<file path="src/rtl/sccb_config_tx_pkg.sv">
// Shared constants and state encoding for the OV7670 SCCB configuration master.
package sccb_config_tx_pkg;

    localparam logic [7:0]  SCCB_ID_W = 8'h42;
    localparam logic [15:0] TBL_END   = 16'hFFFF;
    localparam logic [15:0] TBL_DELAY = 16'hFFF0;

    localparam int unsigned ACK_BIT   = 8;
    localparam int unsigned LAST_BYTE = 2;

    typedef enum logic [3:0] {
        S_PWR_WAIT,
        S_IDLE,
        S_LOAD,
        S_START,
        S_SEND,
        S_STOP,
        S_GAP,
        S_DELAY,
        S_DONE
    } state_e;

endpackage

</file>
<file path="src/rtl/ov7670_reg_rom.sv">
// Combinational OV7670 register table: entry = {sub-address, data}, END / DELAY markers.
// TABLE_SEL 0 is the production set; 1 and 2 are short tables for simulation.
module ov7670_reg_rom
    import sccb_config_tx_pkg::*;
#(
    parameter int unsigned NUM_REGS  = 64,
    parameter int unsigned TABLE_SEL = 0,
    localparam int unsigned IW = (NUM_REGS > 1) ? $clog2(NUM_REGS) : 1
) (
    input  logic [IW-1:0] idx,
    output logic [15:0]   entry
);

    logic [31:0] i;

    // Table lookup; unlisted indices read as END
    always_comb begin
        i     = 32'(idx);
        entry = TBL_END;
        if (TABLE_SEL == 1) begin
            case (i)
                32'd0:   entry = 16'h1280;
                32'd1:   entry = TBL_DELAY;
                32'd2:   entry = 16'h40D0;
                default: entry = TBL_END;
            endcase
        end else if (TABLE_SEL == 2) begin
            case (i)
                32'd0:   entry = 16'h1280;
                32'd1:   entry = 16'h40D0;
                default: entry = TBL_END;
            endcase
        end else begin
            case (i)
                32'd0:   entry = 16'h1280;   // COM7 soft reset
                32'd1:   entry = TBL_DELAY;  // settle after reset
                32'd2:   entry = 16'h1204;   // COM7 RGB output
                32'd3:   entry = 16'h8C02;   // RGB444 enable, xRGB
                32'd4:   entry = 16'h40D0;   // COM15 full range RGB
                32'd5:   entry = 16'h3A04;   // TSLB
                32'd6:   entry = 16'h0C04;   // COM3 scaling enable
                32'd7:   entry = 16'h3E1A;   // COM14 manual scaling, PCLK /4
                32'd8:   entry = 16'h703A;   // SCALING_XSC
                32'd9:   entry = 16'h7135;   // SCALING_YSC
                32'd10:  entry = 16'h7222;   // downsample by 4 (160x120)
                32'd11:  entry = 16'h73F2;   // DSP clock /4
                32'd12:  entry = 16'hA202;   // pixel clock delay
                32'd13:  entry = 16'h1100;   // CLKRC
                default: entry = TBL_END;
            endcase
        end
    end

endmodule

</file>
<file path="src/rtl/sccb_config_tx.sv">
// SCCB 3-phase write master that walks the OV7670 register table after reset or on start.
module sccb_config_tx
    import sccb_config_tx_pkg::*;
#(
    parameter int unsigned CLK_HZ      = 50_000_000,
    parameter int unsigned SCCB_HZ     = 100_000,
    parameter int unsigned POWERUP_CYC = 50_000,
    parameter int unsigned DELAY_CYC   = 500_000,
    parameter int unsigned NUM_REGS    = 64,
    parameter int unsigned TABLE_SEL   = 0,
    localparam int unsigned IW = (NUM_REGS > 1) ? $clog2(NUM_REGS) : 1
) (
    input  logic          clk,
    input  logic          rst,
    input  logic          start,
    output logic          sioc,
    output logic          siod_out,
    output logic          siod_oe,
    output logic          busy,
    output logic          done,
    output logic [IW-1:0] reg_idx
);

    localparam int unsigned QRAW = CLK_HZ / (4 * SCCB_HZ);
    localparam int unsigned QDIV = (QRAW >= 1) ? QRAW : 1;
    localparam int unsigned QW   = (QDIV > 1) ? $clog2(QDIV) : 1;
    localparam int unsigned CMAX = (POWERUP_CYC > DELAY_CYC) ? POWERUP_CYC : DELAY_CYC;
    localparam int unsigned CW   = $clog2(CMAX + 1);
    localparam int unsigned IDXW = IW + 1;

    state_e          state;
    logic [QW-1:0]   qcnt;
    logic            qt;
    logic [CW-1:0]   cnt;
    logic [1:0]      ph;
    logic [3:0]      bitn;
    logic [1:0]      byten;
    logic [23:0]     sr;
    logic [IDXW-1:0] idx;
    logic [15:0]     entry;
    logic            past_end;

    ov7670_reg_rom #(
        .NUM_REGS  (NUM_REGS),
        .TABLE_SEL (TABLE_SEL)
    ) u_rom (
        .idx   (idx[IW-1:0]),
        .entry (entry)
    );

    // Index one bit wider than reg_idx so stepping past the last entry reads as END
    assign past_end = (idx >= IDXW'(NUM_REGS));
    assign reg_idx  = idx[IW-1:0];
    assign qt       = (qcnt == QW'(QDIV - 1));

    // Free-running quarter-bit divider
    always_ff @(posedge clk or negedge rst) begin
        if (!rst) begin
            qcnt <= '0;
        end else if (qt) begin
            qcnt <= '0;
        end else begin
            qcnt <= qcnt + QW'(1);
        end
    end

    // Table walker and bus sequencer; bus pins only move on quarter ticks
    always_ff @(posedge clk or negedge rst) begin
        if (!rst) begin
            state    <= S_PWR_WAIT;
            sioc     <= 1'b1;
            siod_out <= 1'b1;
            siod_oe  <= 1'b0;
            busy     <= 1'b0;
            done     <= 1'b0;
            idx      <= '0;
            cnt      <= '0;
            ph       <= '0;
            bitn     <= '0;
            byten    <= '0;
            sr       <= '0;
        end else begin
            case (state)
                S_PWR_WAIT: begin
                    busy <= 1'b1;
                    if (cnt == CW'(POWERUP_CYC - 1)) begin
                        cnt   <= '0;
                        state <= S_LOAD;
                    end else begin
                        cnt <= cnt + CW'(1);
                    end
                end
                S_IDLE: begin
                    if (start) begin
                        done  <= 1'b0;
                        busy  <= 1'b1;
                        idx   <= '0;
                        state <= S_LOAD;
                    end
                end
                S_LOAD: begin
                    if (past_end || entry == TBL_END) begin
                        state <= S_DONE;
                    end else if (entry == TBL_DELAY) begin
                        cnt   <= '0;
                        state <= S_DELAY;
                    end else begin
                        sr    <= {SCCB_ID_W, entry};
                        byten <= '0;
                        bitn  <= '0;
                        ph    <= '0;
                        state <= S_START;
                    end
                end
                S_START: begin
                    if (qt) begin
                        if (ph == 2'd0) begin
                            siod_oe  <= 1'b1;
                            siod_out <= 1'b0;
                            ph       <= 2'd1;
                        end else begin
                            sioc  <= 1'b0;
                            ph    <= 2'd0;
                            state <= S_SEND;
                        end
                    end
                end
                S_SEND: begin
                    if (qt) begin
                        ph <= ph + 2'd1;
                        case (ph)
                            2'd0: begin
                                if (bitn == 4'(ACK_BIT)) begin
                                    siod_oe <= 1'b0;
                                end else begin
                                    siod_oe  <= 1'b1;
                                    siod_out <= sr[23];
                                end
                            end
                            2'd1: sioc <= 1'b1;
                            2'd2: ;
                            default: begin
                                sioc <= 1'b0;
                                if (bitn == 4'(ACK_BIT)) begin
                                    bitn <= '0;
                                    if (byten == 2'(LAST_BYTE)) begin
                                        state <= S_STOP;
                                    end else begin
                                        byten <= byten + 2'd1;
                                    end
                                end else begin
                                    bitn <= bitn + 4'd1;
                                    sr   <= {sr[22:0], 1'b0};
                                end
                            end
                        endcase
                    end
                end
                S_STOP: begin
                    if (qt) begin
                        case (ph)
                            2'd0: begin
                                siod_oe  <= 1'b1;
                                siod_out <= 1'b0;
                                sioc     <= 1'b0;
                                ph       <= 2'd1;
                            end
                            2'd1: begin
                                sioc <= 1'b1;
                                ph   <= 2'd2;
                            end
                            default: begin
                                siod_out <= 1'b1;
                                ph       <= 2'd0;
                                state    <= S_GAP;
                            end
                        endcase
                    end
                end
                S_GAP: begin
                    if (qt) begin
                        siod_oe <= 1'b0;
                        sioc    <= 1'b1;
                        ph      <= ph + 2'd1;
                        if (ph == 2'd3) begin
                            idx   <= idx + IDXW'(1);
                            state <= S_LOAD;
                        end
                    end
                end
                S_DELAY: begin
                    if (cnt == CW'(DELAY_CYC - 1)) begin
                        cnt   <= '0;
                        idx   <= idx + IDXW'(1);
                        state <= S_LOAD;
                    end else begin
                        cnt <= cnt + CW'(1);
                    end
                end
                S_DONE: begin
                    done  <= 1'b1;
                    busy  <= 1'b0;
                    state <= S_IDLE;
                end
                default: state <= S_IDLE;
            endcase
        end
    end

endmodule

</file>
<file path="config.mk">
export PLATFORM = sky130hd
export DESIGN_NAME = sccb_config_tx
export DESIGN_NICKNAME = d
export VERILOG_FILES = /design/src/rtl/sccb_config_tx_pkg.sv /design/src/rtl/ov7670_reg_rom.sv /design/src/rtl/sccb_config_tx.sv
export SDC_FILE = /design/constraint.sdc
export NUM_CORES = 1
export LEC_CHECK = 0
export ABC_AREA = 1
export CAP_MARGIN = 20
export CORE_UTILIZATION = 30
export CTS_CLUSTER_SIZE = 8
export DETAILED_ROUTE_END_ITERATION = 6
export PLACE_DENSITY = 0.45
export SETUP_SLACK_MARGIN = 0.2
export SLEW_MARGIN = 20
export SYNTH_ARGS = -nofsm -noshare
export SYNTH_HDL_FRONTEND = slang
export SYNTH_SLANG_ARGS = --single-unit
export TNS_END_PERCENT = 50
</file>
<file path="constraint.sdc">
create_clock -name clk -period 3.1 [get_ports clk]
set_clock_uncertainty 0.2 [all_clocks]
set_input_delay 0.62 -clock clk [delete_from_list [all_inputs] [get_ports clk]]
set_output_delay 0.62 -clock clk [all_outputs]
set_load 0.02 [all_outputs]
</file>
; ---- Word level (Yosys, flattened, before mapping)
; Memories as Yosys holds them, arrays and structs flattened.
; Cells that the tools add are included.
[op_classes]
addsub = 6
n_lt_le_gt_ge = 1
eq_ne = 44
n_mux = 80
n_reduce_logical = 30
[op_table]
columns = cell, n
row1 = $mux W24, 5
row2 = $mux W19, 4
row3 = $mux W4, 19
row4 = $pmux W19 S3, 1
row5 = $pmux W24 S2, 1
row6 = $ne A2 B2 Y1 const B, 22
row7 = $mux W7, 5
row8 = $eq A16 B16 Y1 const B, 2
row9 = $pmux W4 S8, 1
row10 = $pmux W7 S3, 1
row11 = $mux W1, 20
row12 = $add A19 B1 Y19 const B, 1
row13 = $eq A19 B16 Y1 const B, 1
row14 = $eq A19 B19 Y1 const B, 1
row15 = $mux W2, 9
row16 = $reduce_and A6 Y1, 3
row17 = $eq A4 B3 Y1 const B, 4
row18 = $mux W16, 1
row19 = $reduce_and A8 Y1, 2
row20 = $reduce_bool A3 Y1, 5
row21 = $add A7 B1 Y7 const B, 2
row22 = $reduce_and A13 Y1, 1
row23 = $reduce_and A5 Y1, 2
row24 = $pmux W1 S3, 3
row25 = other kinds (27), 45
[word_totals]
register_bits = 74
rom_bits = 256
inputBits = 3
out_inout_bits = 11
elab_cells = 175
n_memories = 1
[memory_table]
columns = name, words, width, rd, rd_ports_with_merged_regs, write_ports, line_no
row1 = (name not given), 16, 16, 1, 0, 0, ov7670_reg_rom.sv:34  ; case (i)

; ---- Longest topological paths before layout
; Gate-level depths: netlist of the first run.
[logic_depth]
word_depth = 6
mapped_depth = 16
depth_no_buf = 15

; ---- By module
; From an unflattened synthesis of the first run, not the netlist that was laid out.
[hier_totals]
cells_unflattened = 779
area_unflattened_um2 = 5348.9
[by_module_without_submodules]
columns = module, instances, cells_each, area_per_inst_um2, seq_area_each_um2
row1 = sccb_config_tx, 1, 695, 4867.2, 1854.3
row2 = ov7670_reg_rom, 1, 84, 481.7, 0.0

; ---- Worst setup path before layout of the first run
; Ideal clock, no wire load.
[synth_timing]
kind = flip-flop to flip-flop
from = register idx[0]
to = register sr[10]
setup_time_ns = 0.117
arrival_ns = 2.092
t_required_ns = 2.783
path_slack_ns = 0.691
stages_incl_launch_ff = 14
n_path_buf = 1
synth_period_minus_slack_ns = 2.409
path_cell_list = dfrtp_1 inv_1 ha_1 o21ai_2 nand2_1 nand2_1 nand2_1 nor2_2 nand3_1 nand2_2 nand2_2 clkbuf_1 nand4_1 nand2_1
[synth_between]
elab_chain_len = 6
word_cells_on_any_way = 12
cone_classes = 1 x order compare / 4 x eq/ne / 4 x mux / 2 x reduce/logical / 1 x memory
[synth_lines]
columns = item, line_no
row1 = "start, declared", sccb_config_tx.sv:39  ; logic [IDXW-1:0] idx;
row2 = "start signal, assigned", sccb_config_tx.sv:186  ; idx <= idx + IDXW'(1);
row3 = "start signal, assigned", sccb_config_tx.sv:194  ; idx <= idx + IDXW'(1);
row4 = $mem_v2 Z16 W16, -
row5 = $mux W16, ov7670_reg_rom.sv:34
row6 = $eq A16 B16 Y1, sccb_config_tx.sv:102  ; if (past_end || entry == TBL_END) begin
row7 = $logic_or A1 B1 Y1, sccb_config_tx.sv:102
row8 = $ne A2 B2 Y1 (no source line), -
row9 = $reduce_and A6 Y1 (no source line), -
row10 = "end signal, assigned", sccb_config_tx.sv:108  ; sr <= {SCCB_ID_W, entry};
row11 = "end signal, assigned", sccb_config_tx.sv:153  ; sr <= {sr[22:0], 1'b0};
row12 = "end, declared", sccb_config_tx.sv:38  ; logic [23:0] sr;
; Parallel ways exist; a longest one is shown, timed or not. The select of a mux whose other input is x is not followed.
; A chain may end at the register's enable or synchronous reset.

; ---- Worst setup path in the final report of the first run
[layout_timing]
from = register state[3]
to = register state[1]
[layout_between]
elab_chain_len = 3
word_cells_on_any_way = 23
cone_classes = 20 x eq/ne / 1 x mux / 2 x reduce/logical
[layout_lines]
columns = item, line_no
row1 = "start, declared", sccb_config_tx.sv:31  ; state_e state;
row2 = "start signal, assigned", sccb_config_tx.sv:70  ; state <= S_PWR_WAIT;
row3 = "start signal, assigned", sccb_config_tx.sv:88  ; state <= S_LOAD;
row4 = "start signal, assigned", sccb_config_tx.sv:98  ; state <= S_LOAD;
row5 = $eq A4 B3 Y1 (tied with other cells), sccb_config_tx.sv:83  ; case (state)
row6 = $ne A2 B2 Y1 (no source line), -
row7 = $reduce_and A13 Y1 (no source line), -
; Parallel ways exist; a longest one is shown, timed or not.

==> impl_results.md, run 1 <==
- Port Buffers: 13
- Crit Path Class: flip-flop to flip-flop
- Final-stage net count: 760
- Max Cap Viol: 0
- Starting Density: 0.3098
- DR WL/cell: between 15 and 20 um
- Worst vdd ir: approximately 0.26 mV
- Final hold vios: 0
- Post-synth top area share: 0.3482
- Yosys warnings: 0
- Worst-path fanout max: 9
- Synth cell count leaders: nand2_1 (183), nor2_1 (77), dfrtp_1 (72)
- Fin. max-slew vios: 0
- Slew @ Worst Pin: between 0.6 and 0.7 ns
- Hold crit path type: input port to asynchronous set/reset pin
- Setup ws final: around 0.42 ns
- Area growth, synth to finish: 15.41%
- Cells after Synth: 722
- Fraction of layout cells with a size suffix above 1: 0.1026
- Setup Slack @ Placement: 0.1438 ns
- DR vias: slightly below 5000
- Worst Setup End Kind: flip-flop
- Row Count: between 40 and 50
- Total Neg Setup Slack: 0 ns
- Vias per std cell: 5.053
- Cts bufs inserted: 9
- LEAKAGE: roughly 0.0027 uW
- Relative slew slack: 0.5455
- Design area: around 6000 um^2
- Number of synthesized register bits: 74
- Total GRT Usage: 0.1687
- Core ar.: approximately 17000 um^2
- Status: finished, final reports clean
- Post-synth EDFFs: 0
- Clock sink total: 74
- Initial antenna violation count: 0
- Count leader, synth: nand2_1
- Antenna viol nets, final: 0
- Diode count: 0
- Synth Net Count: ~750
- Initial DRC count: 240
- Synth top area cells: dfrtp_1 (35%), nand2_1 (13%), nor2_1 (5.6%)
- Filler instances: roughly 1800
- Arrival time worst endpoint: ~2.7 ns
- Total gr overflow: 0
- Tcrit/Tclk final: 0.8645
- First-pass GRT wire length: about 24000 um
- Element type at the critical path start: flip-flop
- P per Cell Area: around 390 nW/um^2
- Synth async-reset ratio: 1.000
- Setup violations, final: 0
- Io pins: 14
- Min Tclk post-route: roughly 2.7 ns
- RD Place Congestion: 0.8445
- Clock insertion delay at the later pin of the skew report: between 0.3 and 0.4 ns
- CTS tree: done
- Die ar.: roughly 18000 um^2
- Vias in the first global route: around 4700
- Clock transition at path regs: 0.06 ns
- Cell taking the most area after synthesis: dfrtp_1
- Root buffer cell: clkbuf_16
- Worst path required time: between 3 and 4 ns
- Initial DRT Pass Iterations: 5
- Pin count of the biggest net entering global routing: 38
- Hold_ws: around 0.056 ns
- Chip width: around 130 um
- Unique masters post-synth: 49
- Most used DFF post-synth: dfrtp_1
- Total wire length: 14420 um
- Post-Syn Area per Cell: approximately 7.2 um^2
- Final HPWL DP: 10070 um
- Die Y: between 100 and 150 um
- RSZ-0062 raised after global routing: true
- FMAX: 373.1 MHz
- H-tree levels: 3
- Post-Syn Area: 5174 um^2
- Final core occ: 0.3575
- Max Root-Sink Buffers: 2
- Area after DPL: approximately 5500 um^2
- DRC viols: 0
- Seq/Total Area, Yosys: 0.3584
registers in the layout, indices dropped and copies added (netlist names):
| signal | count |
|---|---|
| bitn | 4 |
| busy | 1 |
| byten | 2 |
| cnt | 19 |
| done | 1 |
| idx | 7 |
| ph | 2 |
| qcnt | 7 |
| sioc | 1 |
| siod_oe | 1 |
| siod_out | 1 |
| sr | 24 |
| state | 4 |
kinds of logic after synthesis:
logic type / after synthesis / share of synthesized area
AOI/OAI and AO/OA: 100 / 0.1139
adders and majority gates: 21 / 0.05079
and+or+nand+nor: 402 / 0.3524
DFF: 74 / 0.3584
buffers and inverters: 107 / 0.09359
xor gates and xnor gates: 17 / 0.02878
muxes: 1 / 0.002176
final timing paths:
kind / from / end / slack [ns] / depth (start not counted)
worst max-delay path: state[3]$_DFFE_PN0P_ / state[1]$_DFFE_PN0P_ / 0.42 / 10
worst min-delay path: rst / idx[5]$_DFFE_PN0P_ / 0.06 / 1
worst max register to register: state[3]$_DFFE_PN0P_ / state[1]$_DFFE_PN0P_ / 0.42 / 10
worst min register to register: sr[16]$_DFFE_PN0P_ / sr[16]$_DFFE_PN0P_ / 0.27 / 2
max in group asynchronous: rst / sioc$_DFFE_PN1P_ / 1.89 / 2
min in group clk: sr[16]$_DFFE_PN0P_ / sr[16]$_DFFE_PN0P_ / 0.27 / 2
placed cells by master (no fill, tap or decap), types with 5 or more instances in the layout:
| cell | instances |
|---|---|
| o21ai_0 | 41 |
| xor2_1 | 14 |
| nor4_1 | 5 |
| nand3_1 | 46 |
| nor3_1 | 22 |
| inv_1 | 71 |
| nand2_2 | 6 |
| clkbuf_16 | 9 |
| a21oi_1 | 18 |
| nand4_1 | 39 |
| buf_4 | 20 |
| nor2_1 | 77 |
| a31oi_1 | 6 |
| o21ai_1 | 15 |
| ha_1 | 21 |
| nand2_1 | 182 |
| clkdlybuf4s50_1 | 12 |
| dfrtp_1 | 71 |
| nor2_2 | 6 |
critical path, cell delays in order (launching register included):
cell	delay, ns
dfrtp_1	0.42
nor2_2	0.23
nand2_1	0.26
nor2_1	0.49
inv_1	0.29
nand3_1	0.19
nor3_1	0.07
nand3_1	0.13
clkinv_1	0.13
nand2_1	0.07
o21ai_0	0.07
layout make-up:
type	instances	area [um^2]	share of cell area
flip-flops and latches	74	1856	0.3108
well taps	220	275.3	0.04610
clock inverters	6	137.6	0.02305
multi-input cells	543	2889	0.4839
repair buffers	33	290.3	0.04862
clock buffers	10	239.0	0.04003
inverters	75	284.0	0.04757
per-stage QoR:
stage	power, uW	instances
final	2325	961
after CTS	2363	959
after floorplan	983.9	722
after global placement	1010	943
after detailed placement	1011	943
after global routing	2403	961
power breakdown:
group / internal [uW] / leakage (uW) / switching (uW)
clock: 893 / 0.000183 / 441
combinational: 3.59 / 0.00157 / 21.2
sequential: 966 / 0.000990 / 0
per-layer routing:
layer	GRT usage	share of wire	up-vias	routed length (um)
met2	0.2575	0.44	76	6284
met1	0.2455	0.52	2340	7533
li1	-	-	2429	-
met5	0	0	-	0
met4	0.05556	0.013	0	192
met3	0.02055	0.028	11	406
what timing repair did:
action / in CTS / in global routing
resized for setup: 1 / 5
setup buffers: 0 / 0
hold buffers: 0 / 0
gates cloned: 0 / 2
pin swaps: 0 / 2
endpoints found under the setup margin: 24 / 31
Power figures use the tool's default switching activity.
==> run 2, diff against run 1 <==
- CORE_MARGIN: unset -> 5
==> run 2 against run 1 <==
Against the previous run:
- combinational power barely moved
- flip-flop and latch count unchanged
- setup slack better by 0.073 ns
- clock-buffer cell count unchanged
- hold slack better by 0.044 ns
- register-to-register slack better by 0.07 ns
- critical path depth rose by 5
- sequential power barely moved
- die area increased by 12%
==> impl_results.md, run 2 (synthesized netlist as in run 1, its figures left out) <==
- Setup violations, final: 0 (unchanged)
- Die ar.: 19970 um^2 (was 17770 um^2)
- Non-Filler Instances: 968 (was 961)
- Final-stage net count: 762 (was 760)
- Placed insts: 947 (was 943)
- Commonest non-fill, non-tap cell in the layout: nand2_1 (unchanged)
- CP max-delay cell: dfrtp_2 (was nor2_1)
- Final core occ: 0.3454 (was 0.3575)
- First-pass GRT wire length: 23000 um (was 24050 um)
- Hold crit path type: input port to asynchronous set/reset pin (unchanged)
- Max Cap Viol: 0 (unchanged)
- Total GRT Usage: 0.1414 (was 0.1687)
- Cts hold-fix bufs: 0 (unchanged)
- H-tree levels: 3 (unchanged)
- Max Root-Sink Buffers: 2 (unchanged)
- Antenna viol nets, final: 0 (unchanged)
- Vias per std cell: 4.939 (was 5.053)
- Slew @ Worst Pin: 0.6624 ns (was 0.6756 ns)
- Io pins: 14 (unchanged)
- Die Y: 141.3 um (was 133.3 um)
- Top reg by flops: sr (unchanged)
- Final hold vios: 0 (unchanged)
- Clock transition at path regs: 0.06 ns (about the same)
- Initial DRT Pass Iterations: 5 (unchanged)
- Worst Setup End Kind: flip-flop (unchanged)
- DRC viols: 0 (unchanged)
- Clock sink total: 74 (unchanged)
- Final HPWL DP: 9817 um (was 10070 um)
- Total Neg Setup Slack: 0 ns (unchanged)
- LEAKAGE: 0.002694 uW (was 0.002742 uW)
- Largest stage delay, worst path: 0.46 ns (was 0.49 ns)
- Tot Pwr: 2074 uW (was 2325 uW)
- Fin. max-slew vios: 0 (unchanged)
- Row Count: 48 (was 47)
- Status: finished, final reports clean (unchanged)
- Vias in the first global route: 4535 (was 4681)
- Tcrit/Tclk final: 0.8410 (was 0.8645)
- Most frequent cells in the layout: nand2_1 (183), nor2_1 (77), inv_1 (70), dfrtp_1 (70), nand3_1 (46) (was nand2_1 (182), nor2_1 (77), inv_1 (71), dfrtp_1 (71), nand3_1 (46))
- Chip width: 141.3 um (was 133.3 um)
- Min Tclk post-route: 2.607 ns (was 2.680 ns)
- Initial antenna violation count: 0 (unchanged)
- Pin count of the biggest net entering global routing: 47 (was 38)
- CP Cell Sequence: buf_4, ha_1, nand3_1, nand2_1, inv_1, nand2_1, nand2_1, nor2_2, nand3_1, nand2_2, nand2_2, buf_6, nand4_2, nand2_1, nand2_1 (was nor2_2, nand2_1, nor2_1, inv_1, nand3_1, nor3_1, nand3_1, clkinv_1, nand2_1, o21ai_0)
- Starting Density: 0.3023 (was 0.3098)
- Top Registers: sr: 24 flops, cnt: 19 flops (unchanged)
- Arrival time worst endpoint: 2.64 ns (was 2.70 ns)
- Cts bufs inserted: 9 (unchanged)
- Area growth, synth to finish: 14.27% (was 15.41%)
- Setup ws final: 0.4928 ns (was 0.4201 ns)
- Relative slew slack: 0.5584 (was 0.5455)
- Core ar.: 17120 um^2 (was 16700 um^2)
- Crit Path Class: flip-flop to flip-flop (unchanged)
- Fraction of layout cells with a size suffix above 1: 0.1063 (was 0.1026)
- Worst path required time: 3.13 ns (was 3.12 ns)
- CP dominant cell by count: nand2_1
- Initial DRC count: 251 (was 240)
- RD Place Congestion: 0.9126 (was 0.8445)
- DR vias: 4781 (was 4856)
- Total wire length: 13600 um (was 14420 um)
- Element type at the critical path start: flip-flop (unchanged)
- P per Cell Area: 350.9 nW/um^2 (was 389.4 nW/um^2)
- CTS tree: done (unchanged)
- RSZ-0062 raised after global routing: false (was true)
- Total gr overflow: 0 (unchanged)
- Max FFs per register: 24 (unchanged)
- Diode count: 0 (unchanged)
- Worst vdd ir: 0.2635 mV (was 0.2561 mV)
- Worst-path fanout max: 29 (was 9)
- Port Buffers: 13 (unchanged)
- Root buffer cell: clkbuf_16 (unchanged)
- FMAX: 383.5 MHz (was 373.1 MHz)
- Clock insertion delay at the later pin of the skew report: 0.34 ns (about the same)
- DR WL/cell: 14.05 um (was 15.00 um)
- Setup Slack @ Placement: 0.1684 ns (was 0.1438 ns)
## run 2: timing repair
action,CTS,global route
buffers inserted,0,5
setup endpoints to repair,24,50
resized for setup,1,4
## run 2: final timing paths
check | slack (ns) | end | depth (start not counted) | start
worst max-delay path | 0.49 | bitn[3]$_DFFE_PN0P_ | 15 | idx[0]$_DFFE_PN0P_
worst min-delay path | 0.10 | sr[16]$_DFFE_PN0P_ | 1 | rst
worst max register to register | 0.49 | bitn[3]$_DFFE_PN0P_ | 15 | idx[0]$_DFFE_PN0P_
worst min register to register | 0.27 | sr[20]$_DFFE_PN0P_ | 2 | sr[20]$_DFFE_PN0P_
max in group asynchronous | 1.91 | sioc$_DFFE_PN1P_ | 2 | rst
min in group clk | 0.27 | sr[20]$_DFFE_PN0P_ | 2 | sr[20]$_DFFE_PN0P_
## run 2: through the flow
stage / hold WS [ns] / area, um^2
floorplan: 0.1244 / 5174
global placement: 0.2516 / 5550
detailed placement: 0.2582 / 5550
CTS: 0.1381 / 5864
global route: 0.1615 / 5912
finish: 0.1002 / 5912
## run 2: area by class of cell
class / instances / area [um^2]
inverter: 75 / 287.8
sequential: 74 / 1857
tap: 225 / 281.5
clock inverter: 6 / 66.31
clock buffer: 10 / 239.0
fill: 1828 / 11200
multi-input combinational: 541 / 2844
timing repair buffer: 37 / 336.6
## run 2: critical path, delay by kind of cell, from the launching register on
| family | cells | cell delay (ns) |
|---|---|---|
| buf+inv | 3 | 0.57 |
| simple gates | 11 | 1.08 |
| flops | 1 | 0.46 |
| fa+ha+maj | 1 | 0.20 |
## run 2: report_power, final
part | internal, uW | leakage (uW) | switching [uW] | total, uW
registers | 966 | 0.000990 | 0 | 966
clock network | 645 | 0.000141 | 438 | 1080
logic | 4.45 | 0.00156 | 20.4 | 24.9
total | 1620 | 0.00269 | 459 | 2070
## run 2: layer usage
layer / vias up / GRT usage / wire length [um]
li1: 2424 / - / -
met1: 2259 / 0.2014 / 6981
met2: 79 / 0.2155 / 5941
met3: 19 / 0.02326 / 411
met4: 0 / 0.05354 / 267
met5: - / 0 / 0
==> run 3, diff against run 2 <==
- PLACE_DENSITY: 0.45 -> 0.46
- clock period: 3.1 -> 2.13 ns (I/O delays scaled with it)
==> run 3 against run 2 <==
Against the previous run:
- the flow now finishes with violations (setup timing)
- critical endpoint is now cnt[14]$_DFFE_PN0P_
- global-route usage is 2.2 points higher
- setup slack worse by 0.79 ns
- sequential share of layout area decreased by 6.4 points
- sequential power increased by 46%
- largest power group unchanged
- highest routed layer unchanged
- register-to-register slack got worse by 0.79 ns
- first-iteration DRC count is 37% higher
- die area stayed put
- final cell count is 13% higher
- clock power grew 68%
==> impl_results.md, run 3 (synthesized netlist as in run 1, its figures left out) <==
- Status: finished with violations (was finished, final reports clean)
- Row Count: 48 (unchanged)
- LEAKAGE: 0.003497 uW (was 0.002694 uW)
- FMAX: 412.1 MHz (was 383.5 MHz)
- Clock transition at path regs: 0.06 ns (about the same)
- Cts bufs inserted: 9 (unchanged)
- Tcrit/Tclk final: 1.139 (was 0.8410)
- Die Y: 141.3 um (unchanged)
- RSZ-0062 raised after global routing: true (was false)
- Fraction of layout cells with a size suffix above 1: 0.2951 (was 0.1063)
- Io pins: 14 (unchanged)
- Tot Pwr: 3263 uW (was 2074 uW)
- Commonest non-fill, non-tap cell in the layout: nand2_1 (unchanged)
- Top reg by flops: sr (unchanged)
- Total gr overflow: 0 (unchanged)
- Max FFs per register: 24 (unchanged)
- Diode count: 0 (unchanged)
- Pin count of the biggest net entering global routing: 37 (was 47)
- Setup ws final: -0.2965 ns (was 0.4928 ns)
- First-pass GRT wire length: 26570 um (was 23000 um)
- Pint: 2593 uW (was 1616 uW)
- Arrival time worst endpoint: 2.45 ns (was 2.64 ns)
- Relative slew slack: 0.6817 (was 0.5584)
- Top Registers: sr: 24 flops, cnt: 19 flops (unchanged)
- Starting Density: 0.3023 (unchanged)
- Clk pwr share: 0.556 (was 0.522)
- Area growth, synth to finish: 43.80% (was 14.27%)
- Initial antenna violation count: 0 (unchanged)
- Core ar.: 17120 um^2 (unchanged)
- Slew @ Worst Pin: 0.4774 ns (was 0.6624 ns)
- FF-to-FF path depth: 13 (was 15)
- Element type at the critical path start: flip-flop (unchanged)
- Crit Path Class: flip-flop to flip-flop (unchanged)
- CTS tree: done (unchanged)
- Hold crit path type: flip-flop to flip-flop (was input port to asynchronous set/reset pin)
- Antenna viol nets, final: 0 (unchanged)
- Worst-path fanout max: 7 (was 29)
- Worst Setup End Kind: flip-flop (unchanged)
- Chip width: 141.3 um (unchanged)
- Min Tclk post-route: 2.427 ns (was 2.607 ns)
- DR WL/cell: 14.47 um (was 14.05 um)
- Final hold vios: 0 (unchanged)
- DRC viols: 0 (unchanged)
- Non-Filler Instances: 1096 (was 968)
- Final HPWL DP: 10650 um (was 9817 um)
- Switch share: 0.2053 (was 0.2212)
- Sequential power share: 0.431 (was 0.466)
- Total GRT Usage: 0.1631 (was 0.1414)
- Failing checks: setup timing
- Reg2reg setup slack: -0.30 ns (was 0.49 ns)
- Clock insertion delay at the later pin of the skew report: 0.35 ns (was 0.34 ns)
- Final-stage net count: 890 (was 762)
- Most frequent cells in the layout: nand2_1 (166), buf_4 (130), nor2_1 (71), dfrtp_1 (69), inv_1 (66) (was nand2_1 (183), nor2_1 (77), inv_1 (70), dfrtp_1 (70), nand3_1 (46))
- Worst path required time: 2.15 ns (was 3.13 ns)
- Placed insts: 1055 (was 947)
- Total wire length: 15860 um (was 13600 um)
- P per Cell Area: 438.6 nW/um^2 (was 350.9 nW/um^2)
- DR vias: 5352 (was 4781)
- Setup violations, final: 55 (was 0)
- Max Root-Sink Buffers: 2 (unchanged)
- Worst vdd ir: 0.4001 mV (was 0.2635 mV)
- Hold depth: 2
- Initial DRT Pass Iterations: 6 (was 5)
- Gate power share: 0.013 (was 0.012)
- Initial DRC count: 343 (was 251)
- Vias in the first global route: 5279 (was 4535)
- Clock sink total: 74 (unchanged)
- H-tree levels: 3 (unchanged)
- Psw: 670.0 uW (was 458.7 uW)
- Fin. max-slew vios: 0 (unchanged)
- Max Cap Viol: 0 (unchanged)
- Die ar.: 19970 um^2 (unchanged)
- Vias per std cell: 4.883 (was 4.939)
- RD Place Congestion: 0.8655 (was 0.9126)
- Filler instances: 1741 (was 1828)
- Port Buffers: 13 (unchanged)
- Root buffer cell: clkbuf_16 (unchanged)
run 3: per-stage QoR:
step | setup WS, ns | hold WS, ns | util | cell area [um^2] | setup TNS (ns)
global route | -0.4285 | 0.2842 | 0.4346 | 7440 | -21.38
CTS | -0.2796 | 0.2737 | 0.4241 | 7258 | -12.59
detailed placement | -0.4717 | 0.2177 | 0.3768 | 6450 | -19.43
finish | -0.2965 | 0.2672 | 0.4346 | 7440 | -13.91
floorplan | -0.09273 | -0.06959 | - | 5246 | -3.251
global placement | -0.4341 | 0.2114 | 0.3768 | 6450 | -17.64
run 3: per-layer routing:
metal  vias to the layer above  track usage  wire [um]
met2                        72       0.2644       7403
met3                        18      0.02123        404
li1                       2705            -          -
met5                         -            0          0
met1                      2557       0.2258       7808
met4                         0      0.05303        248
run 3: timing repair:
| item | 4_1_cts | 5_1_grt |
|---|---|---|
| cloned | 6 | 3 |
| pin swaps | 36 | 24 |
| hold buffers | 1 | 0 |
| gates resized for setup | 77 | 23 |
| setup endpoints to repair | 76 | 66 |
| setup buffers | 11 | 4 |
| endpoints found under the hold margin | 25 | 0 |
run 3: worst max-delay path, stage by stage, from the launching register on:
cell       delay [ns]
dfrtp_2          0.48
ha_4             0.19
ha_1             0.20
a21oi_2          0.17
buf_4            0.13
nand2_1          0.05
nand2_1          0.07
nor2_2           0.05
nand3_4          0.06
nand2_4          0.08
o21ai_4          0.22
buf_12           0.16
clkbuf_16        0.15
o21ai_1          0.05
run 3: cell type report:
cell class / instances / area, um^2 / area share
multi-input cells: 545 / 3218 / 0.4326
flip-flops and latches: 74 / 1858 / 0.2497
repair buffers: 161 / 1448 / 0.1946
inverters: 75 / 289.0 / 0.03885
well taps: 225 / 281.5 / 0.03784
clock buffers: 11 / 242.7 / 0.03263
clock inverters: 5 / 102.6 / 0.01379
run 3: path summary, 6_finish.rpt:
| path | startpoint | endpoint |
|---|---|---|
| max in group asynchronous | rst | cnt[8]$_DFFE_PN0P_ |
| setup reg to reg | idx[0]$_DFFE_PN0P_ | cnt[14]$_DFFE_PN0P_ |
| hold reg to reg | sr[21]$_DFFE_PN0P_ | sr[21]$_DFFE_PN0P_ |
| min in group asynchronous | rst | sr[9]$_DFFE_PN0P_ |
| setup / recovery | idx[0]$_DFFE_PN0P_ | cnt[14]$_DFFE_PN0P_ |
| hold / removal | sr[21]$_DFFE_PN0P_ | sr[21]$_DFFE_PN0P_ |
run 3: power by group through the flow:
stage	Sequential [uW]	Combinational, uW	Clock [uW]
global route	1400	50.9	1910
global placement	1430	44.2	0
CTS	1410	47.0	1870
floorplan	1430	0.0177	0
detailed placement	1430	45.7	0
finish	1410	43.6	1810
